### src/rtl/key_updown_counter.sv
// key_updown_counter: three debounced push-buttons (up, down, clear) step a
// WIDTH-bit count that drives the LED bank directly. The count either wraps
// or saturates at its limits, with one-cycle Carry/Borrow event pulses.
// Every flop is clocked by CLK; raw keys are only ever sampled as data.

// Per-key front end: 2-flop synchroniser followed by a debouncer. 'press'
// is a combinational one-cycle strobe on the edge where the debounced state
// goes released -> pressed, so the consumer acts on that same edge.
module key_updown_counter_deb #(
  parameter int unsigned DEB_CYCLES     = 20000,
  parameter bit          KEY_ACTIVE_LOW = 1'b1
) (
  input  logic clk,
  input  logic rst_n,
  input  logic key_raw,
  output logic press
);

  // The counter never holds DEB_CYCLES itself: the edge that would reach it
  // flips the state and clears instead, so values 0..DEB_CYCLES-1 suffice.
  localparam int unsigned   CW       = (DEB_CYCLES > 1) ? $clog2(DEB_CYCLES) : 1;
  localparam logic [CW-1:0] CNT_LAST = CW'(DEB_CYCLES - 1);
  localparam logic          RELEASED = KEY_ACTIVE_LOW;

  logic          sync1;
  logic          sync2;
  logic          deb_pressed;
  logic [CW-1:0] cnt;
  logic          raw_pressed;
  logic          differs;
  logic          flip;

  assign raw_pressed = (sync2 != RELEASED);
  assign differs     = (raw_pressed != deb_pressed);
  assign flip        = differs && (cnt == CNT_LAST);
  assign press       = flip && !deb_pressed;

  // Two-flop synchroniser; reset loads the released level so a key held
  // through reset is seen as a fresh press afterwards.
  always_ff @(posedge clk or negedge rst_n) begin
    if (!rst_n) begin
      sync1 <= RELEASED;
      sync2 <= RELEASED;
    end else begin
      sync1 <= key_raw;
      sync2 <= sync1;
    end
  end

  // Debounce: count consecutive edges the synchronised key disagrees with the
  // debounced state; any agreement (a bounce) restarts the count from zero.
  always_ff @(posedge clk or negedge rst_n) begin
    if (!rst_n) begin
      deb_pressed <= 1'b0;
      cnt         <= '0;
    end else if (!differs) begin
      cnt <= '0;
    end else if (flip) begin
      deb_pressed <= ~deb_pressed;
      cnt         <= '0;
    end else begin
      cnt <= cnt + CW'(1);
    end
  end

endmodule

module key_updown_counter #(
  parameter int unsigned WIDTH          = 8,
  parameter int unsigned DEB_CYCLES     = 20000,
  parameter int unsigned INIT_VALUE     = 8'hFF,
  parameter bit          SATURATE       = 1'b0,
  parameter bit          KEY_ACTIVE_LOW = 1'b1
) (
  input  logic             CLK,
  input  logic             Reset,
  input  logic             KeyUp,
  input  logic             KeyDown,
  input  logic             KeyClr,
  output logic [WIDTH-1:0] LED,
  output logic             Carry,
  output logic             Borrow
);

  localparam logic [WIDTH-1:0] INIT_W = WIDTH'(INIT_VALUE);
  localparam logic [WIDTH-1:0] MAX_V  = '1;

  logic             up_press;
  logic             down_press;
  logic             clr_press;
  logic [WIDTH-1:0] led_next;
  logic             carry_next;
  logic             borrow_next;

  key_updown_counter_deb #(
    .DEB_CYCLES     (DEB_CYCLES),
    .KEY_ACTIVE_LOW (KEY_ACTIVE_LOW)
  ) u_deb_up (
    .clk     (CLK),
    .rst_n   (Reset),
    .key_raw (KeyUp),
    .press   (up_press)
  );

  key_updown_counter_deb #(
    .DEB_CYCLES     (DEB_CYCLES),
    .KEY_ACTIVE_LOW (KEY_ACTIVE_LOW)
  ) u_deb_down (
    .clk     (CLK),
    .rst_n   (Reset),
    .key_raw (KeyDown),
    .press   (down_press)
  );

  key_updown_counter_deb #(
    .DEB_CYCLES     (DEB_CYCLES),
    .KEY_ACTIVE_LOW (KEY_ACTIVE_LOW)
  ) u_deb_clr (
    .clk     (CLK),
    .rst_n   (Reset),
    .key_raw (KeyClr),
    .press   (clr_press)
  );

  // Next count and event pulses; clear wins, simultaneous up+down cancel,
  // and the limit cases either wrap or hold but always raise their pulse.
  always_comb begin
    led_next    = LED;
    carry_next  = 1'b0;
    borrow_next = 1'b0;
    if (clr_press) begin
      led_next = INIT_W;
    end else if (up_press && down_press) begin
      led_next = LED;
    end else if (up_press) begin
      if (LED == MAX_V) begin
        carry_next = 1'b1;
        led_next   = SATURATE ? MAX_V : '0;
      end else begin
        led_next = LED + WIDTH'(1);
      end
    end else if (down_press) begin
      if (LED == '0) begin
        borrow_next = 1'b1;
        led_next    = SATURATE ? '0 : MAX_V;
      end else begin
        led_next = LED - WIDTH'(1);
      end
    end
  end

  // Registered count and one-cycle Carry/Borrow pulses.
  always_ff @(posedge CLK or negedge Reset) begin
    if (!Reset) begin
      LED    <= INIT_W;
      Carry  <= 1'b0;
      Borrow <= 1'b0;
    end else begin
      LED    <= led_next;
      Carry  <= carry_next;
      Borrow <= borrow_next;
    end
  end

endmodule

### config.mk
export PLATFORM = sky130hd
export DESIGN_NAME = key_updown_counter
export DESIGN_NICKNAME = d
export VERILOG_FILES = /design/src/rtl/key_updown_counter.sv
export SDC_FILE = /design/constraint.sdc
export NUM_CORES = 1
export LEC_CHECK = 0
export BUFFER_PORTS_ARGS = -buffer_cell sky130_fd_sc_hd__buf_2
export CAP_MARGIN = 20
export CORE_MARGIN = 8
export CORE_UTILIZATION = 61
export CTS_BUF_LIST = sky130_fd_sc_hd__clkbuf_16
export DETAILED_ROUTE_END_ITERATION = 10
export HOLD_SLACK_MARGIN = 0.03
export PLACE_DENSITY = 0.77
export SYNTH_ARGS = -nofsm -noshare
export SYNTH_HDL_FRONTEND = slang
export SYNTH_SLANG_ARGS = --single-unit
### constraint.sdc
create_clock -name CLK -period 2.5 [get_ports CLK]
set_input_delay 0.125 -clock CLK [delete_from_list [all_inputs] [get_ports CLK]]
set_output_delay 0.125 -clock CLK [all_outputs]
set_load 0.02 [all_outputs]
==> results.py <==
metrics = {
    "floorplanning": {
        "core-area_mm2": 0.005107,
        "dieArea_mm2": 0.007884,
        "rows": 26,
        "dieWidth_um": 88.79,
        "start_util_pct": 63.28,
        "ios": 15,
        "die_y_um": 88.79,
    },
    "power": {
        "power_density_mw_per_mm2": 633.5,
        "p_total_uw": 2338,
        "ir_worst_vdd_mv": 0.4728,
        "cellLeakagePower_uw": 0.001626,
    },
    "timing": {
        "fin_skew_ns": 0.003057,
        "layout_min_cycle_time_ns": 2.313,
        "finalCritPeriodShare_pct": 92.51,
        "slew_viol_final": 0,
        "tns_ns": 0,
        "max_slew_margin_pct": 58.62,
        "tightest_slew_ns": 0.6151,
        "clock.fmax_ghz": 0.4324,
        "finalSetupViolCount": 0,
        "grt_setup_unrepaired": "no",
        "hold_viol": 0,
    },
    "clock_network": {
        "numCtsBuffers": 9,
        "clock_latency_ns": 0.32,
        "cts_tree": "done",
        "cts-root-buf": "clkbuf_16",
        "cts_resized": 0,
        "clockBufferDepth": 2,
        "clk_pin_slew_ns": 0.05,
        "cts.sinks": 64,
        "h-tree-depth": 3,
    },
    "placed_design": {
        "dp_cells": 410,
        "gp_congestion": 0.8986,
        "port_buffers": 14,
        "dp_hpwl_um": 4346,
    },
    "global_routing": {
        "grt_antenna_before_repair": 0,
        "grt_start_max_net_pins": 26,
        "grt.overflow.total": 0,
        "track_usage_pct": 18.29,
        "grt_first_pass_wirelength_um": 11070,
        "grt_pass1_vias": 2474,
    },
    "run_status": {
        "status": "finished, final reports clean",
    },
    "synthesis": {
        "synth-edff-count": 0,
        "synth_flop_cell": "dfrtp_1",
        "synth_nets": 344,
        "synth.most_common_cell": "nor2_1",
        "synth_common_cells": "nor2_1 (67), dfrtp_1 (50), xor2_1 (29)",
        "synth_top_area_share_pct": 38.71,
        "ys_ff_latch": 64,
        "synth_warnings": 0,
        "syn_inst": 333,
        "yosysTopAreaCell": "dfrtp_1",
        "yosys.cell_types.count": 48,
        "ys_async_sr_fraction_pct": 100.0,
        "synth_area_per_cell_um2": 9.705,
        "seq_area_frac_synth_pct": 50.10,
        "synth_area_mm2": 0.003232,
        "synth.area.top_cells": "dfrtp_1 (39%), dfstp_2 (11%), xor2_1 (7.9%), nor2_1 (7.8%), nand3_1 (3.4%)",
    },
    "run": {
        "cap_violations": 0,
    },
    "final_layout": {
        "num-nets-final": 366,
        "utilization_pct": 72.27,
        "layout-drive-gt1-share_pct": 16.11,
        "fillCellCount": 377,
        "areaGrowthSynthToFinish_pct": 14.21,
        "diodes": 0,
        "layout.cells.non_filler": 430,
    },
    "route": {
        "ant_nets": 0,
        "dr.first_iter.drc_count": 138,
        "wl_um": 6344,
        "viasPerCell": 5.781,
        "wl_per_cell_um": 14.75,
        "drc": 0,
        "dr.pass1.iters": 5,
        "routed-via-count": 2486,
    },
    "critical_path": {
        "r2r-end": "LED[6]",
        "required_ns": 2.72,
        "endpoint_kind": "register",
        "worst_r2r_startpoint": "u_deb_up.cnt[7]",
        "worst-endpoint-arrival_ns": 2.54,
        "reg2reg_depth": 7,
        "r2r_slack_ns": 0.19,
        "path_class": "reg2reg",
        "cp_max_fo": 11,
        "start_kind": "register",
    },
    "min_path": {
        "worst_hold_path_type": "in2async",
    },
}
final cells by class:
type	count	area [µm²]	share of cell area, %
Sequential cell	64	1619	43.86
Multi-Input combinational cell	251	1530	41.46
Clock buffer	9	225.2	6.102
Timing Repair Buffer	22	140.1	3.797
Tap cell	70	87.58	2.373
Clock inverter	7	62.56	1.695
Inverter	7	26.28	0.7119
where the power goes:
group | switching [µW] | leakage, µW | total [µW] | internal (µW)
Sequential | 15.3 | 0.000837 | 1070 | 1060
Combinational | 43.3 | 0.000653 | 65.9 | 22.5
Clock | 439 | 0.000136 | 1200 | 759
stage by stage:
stage / setup slack [ns] / hold slack (ns) / cell area (µm²)
6_report: 0.1873 / 0.2485 / 3691
5_1_grt: 0.03405 / 0.2896 / 3691
4_1_cts: 0.2092 / 0.2534 / 3691
3_5_place_dp: 0.2520 / 0.06101 / 3363
3_3_place_gp: 0.2863 / 0.05922 / 3363
2_1_floorplan: 0.3277 / -0.1706 / 3232
state kept, by name, summed over array words and instances, names as in the netlist:
signal,count
u_deb_clr.sync1,1
u_deb_clr.sync2,1
u_deb_up.deb_pressed,1
u_deb_up.cnt,15
u_deb_down.deb_pressed,1
u_deb_up.sync2,1
u_deb_down.sync2,1
u_deb_up.sync1,1
Borrow,1
u_deb_down.sync1,1
u_deb_clr.cnt,15
LED,8
Carry,1
u_deb_clr.deb_pressed,1
u_deb_down.cnt,15
routing by layer:
| layer | part of all wire [%] | global-route usage [%] | vias to the layer above |
|---|---|---|---|
| met1 | 43 | 21.57 | 1191 |
| met4 | 1.6 | 7.680 | 0 |
| met5 | 0 | 0 | - |
| li1 | - | - | 1194 |
| met3 | 6.2 | 6.314 | 15 |
| met2 | 49 | 29.51 | 86 |
worst max-delay path by stage:
stage | start | end | slack [ns] | depth (start not counted)
floorplan | u_deb_up.cnt[12] | LED[5] | 0.33 | 7
global placement | u_deb_up.cnt[12] | LED[6] | 0.29 | 7
detailed placement | u_deb_up.cnt[12] | LED[6] | 0.25 | 7
CTS | u_deb_up.cnt[7] | LED[6] | 0.21 | 7
global route | u_deb_up.cnt[7] | LED[6] | 0.03 | 7
finish | u_deb_up.cnt[7] | LED[6] | 0.19 | 7
logic make-up after synthesis:
family,after synthesis,share of synthesized area (%)
XOR/XNOR,41,11.11
AO/OA/AOI/OAI,29,6.079
adder cells (fa/ha/maj),6,2.323
flip-flops,64,50.10
multiplexers,1,0.3097
AND/OR/NAND/NOR,174,27.53
buffers and inverters,18,2.555
layout by cell type, fill, tap and decap left out, types with 5 or more instances in the layout:
cell       synthesis  routed
nor3_1             8       8
buf_2              2      14
or2_2              5       5
clkbuf_16          0       9
nand2_1           28      28
and3_1             7       7
xor2_1            29      29
ha_1               6       6
nor4_1             5       5
inv_1              7       7
nand4_1            8       8
nor2_1            67      67
dfrtp_1           50      50
nand3_1           22      22
dfstp_2           14      14
a21oi_1           10      10
xnor2_1           12      12
what timing repair did:
item,CTS,global route
hold buffers,4,0
hold endpoints to repair,19,0
buffers inserted,0,0
worst max-delay path, cell delays in order (launching register included):
cell and delay, ns:
dfrtp_1 0.42, or4_4 0.53, or4_4 0.58, nor2_1 0.14, buf_4 0.19, nand3_1 0.11
o211ai_1 0.11, o2111ai_1 0.13
No activity file was read; power rests on OpenSTA's default activity.
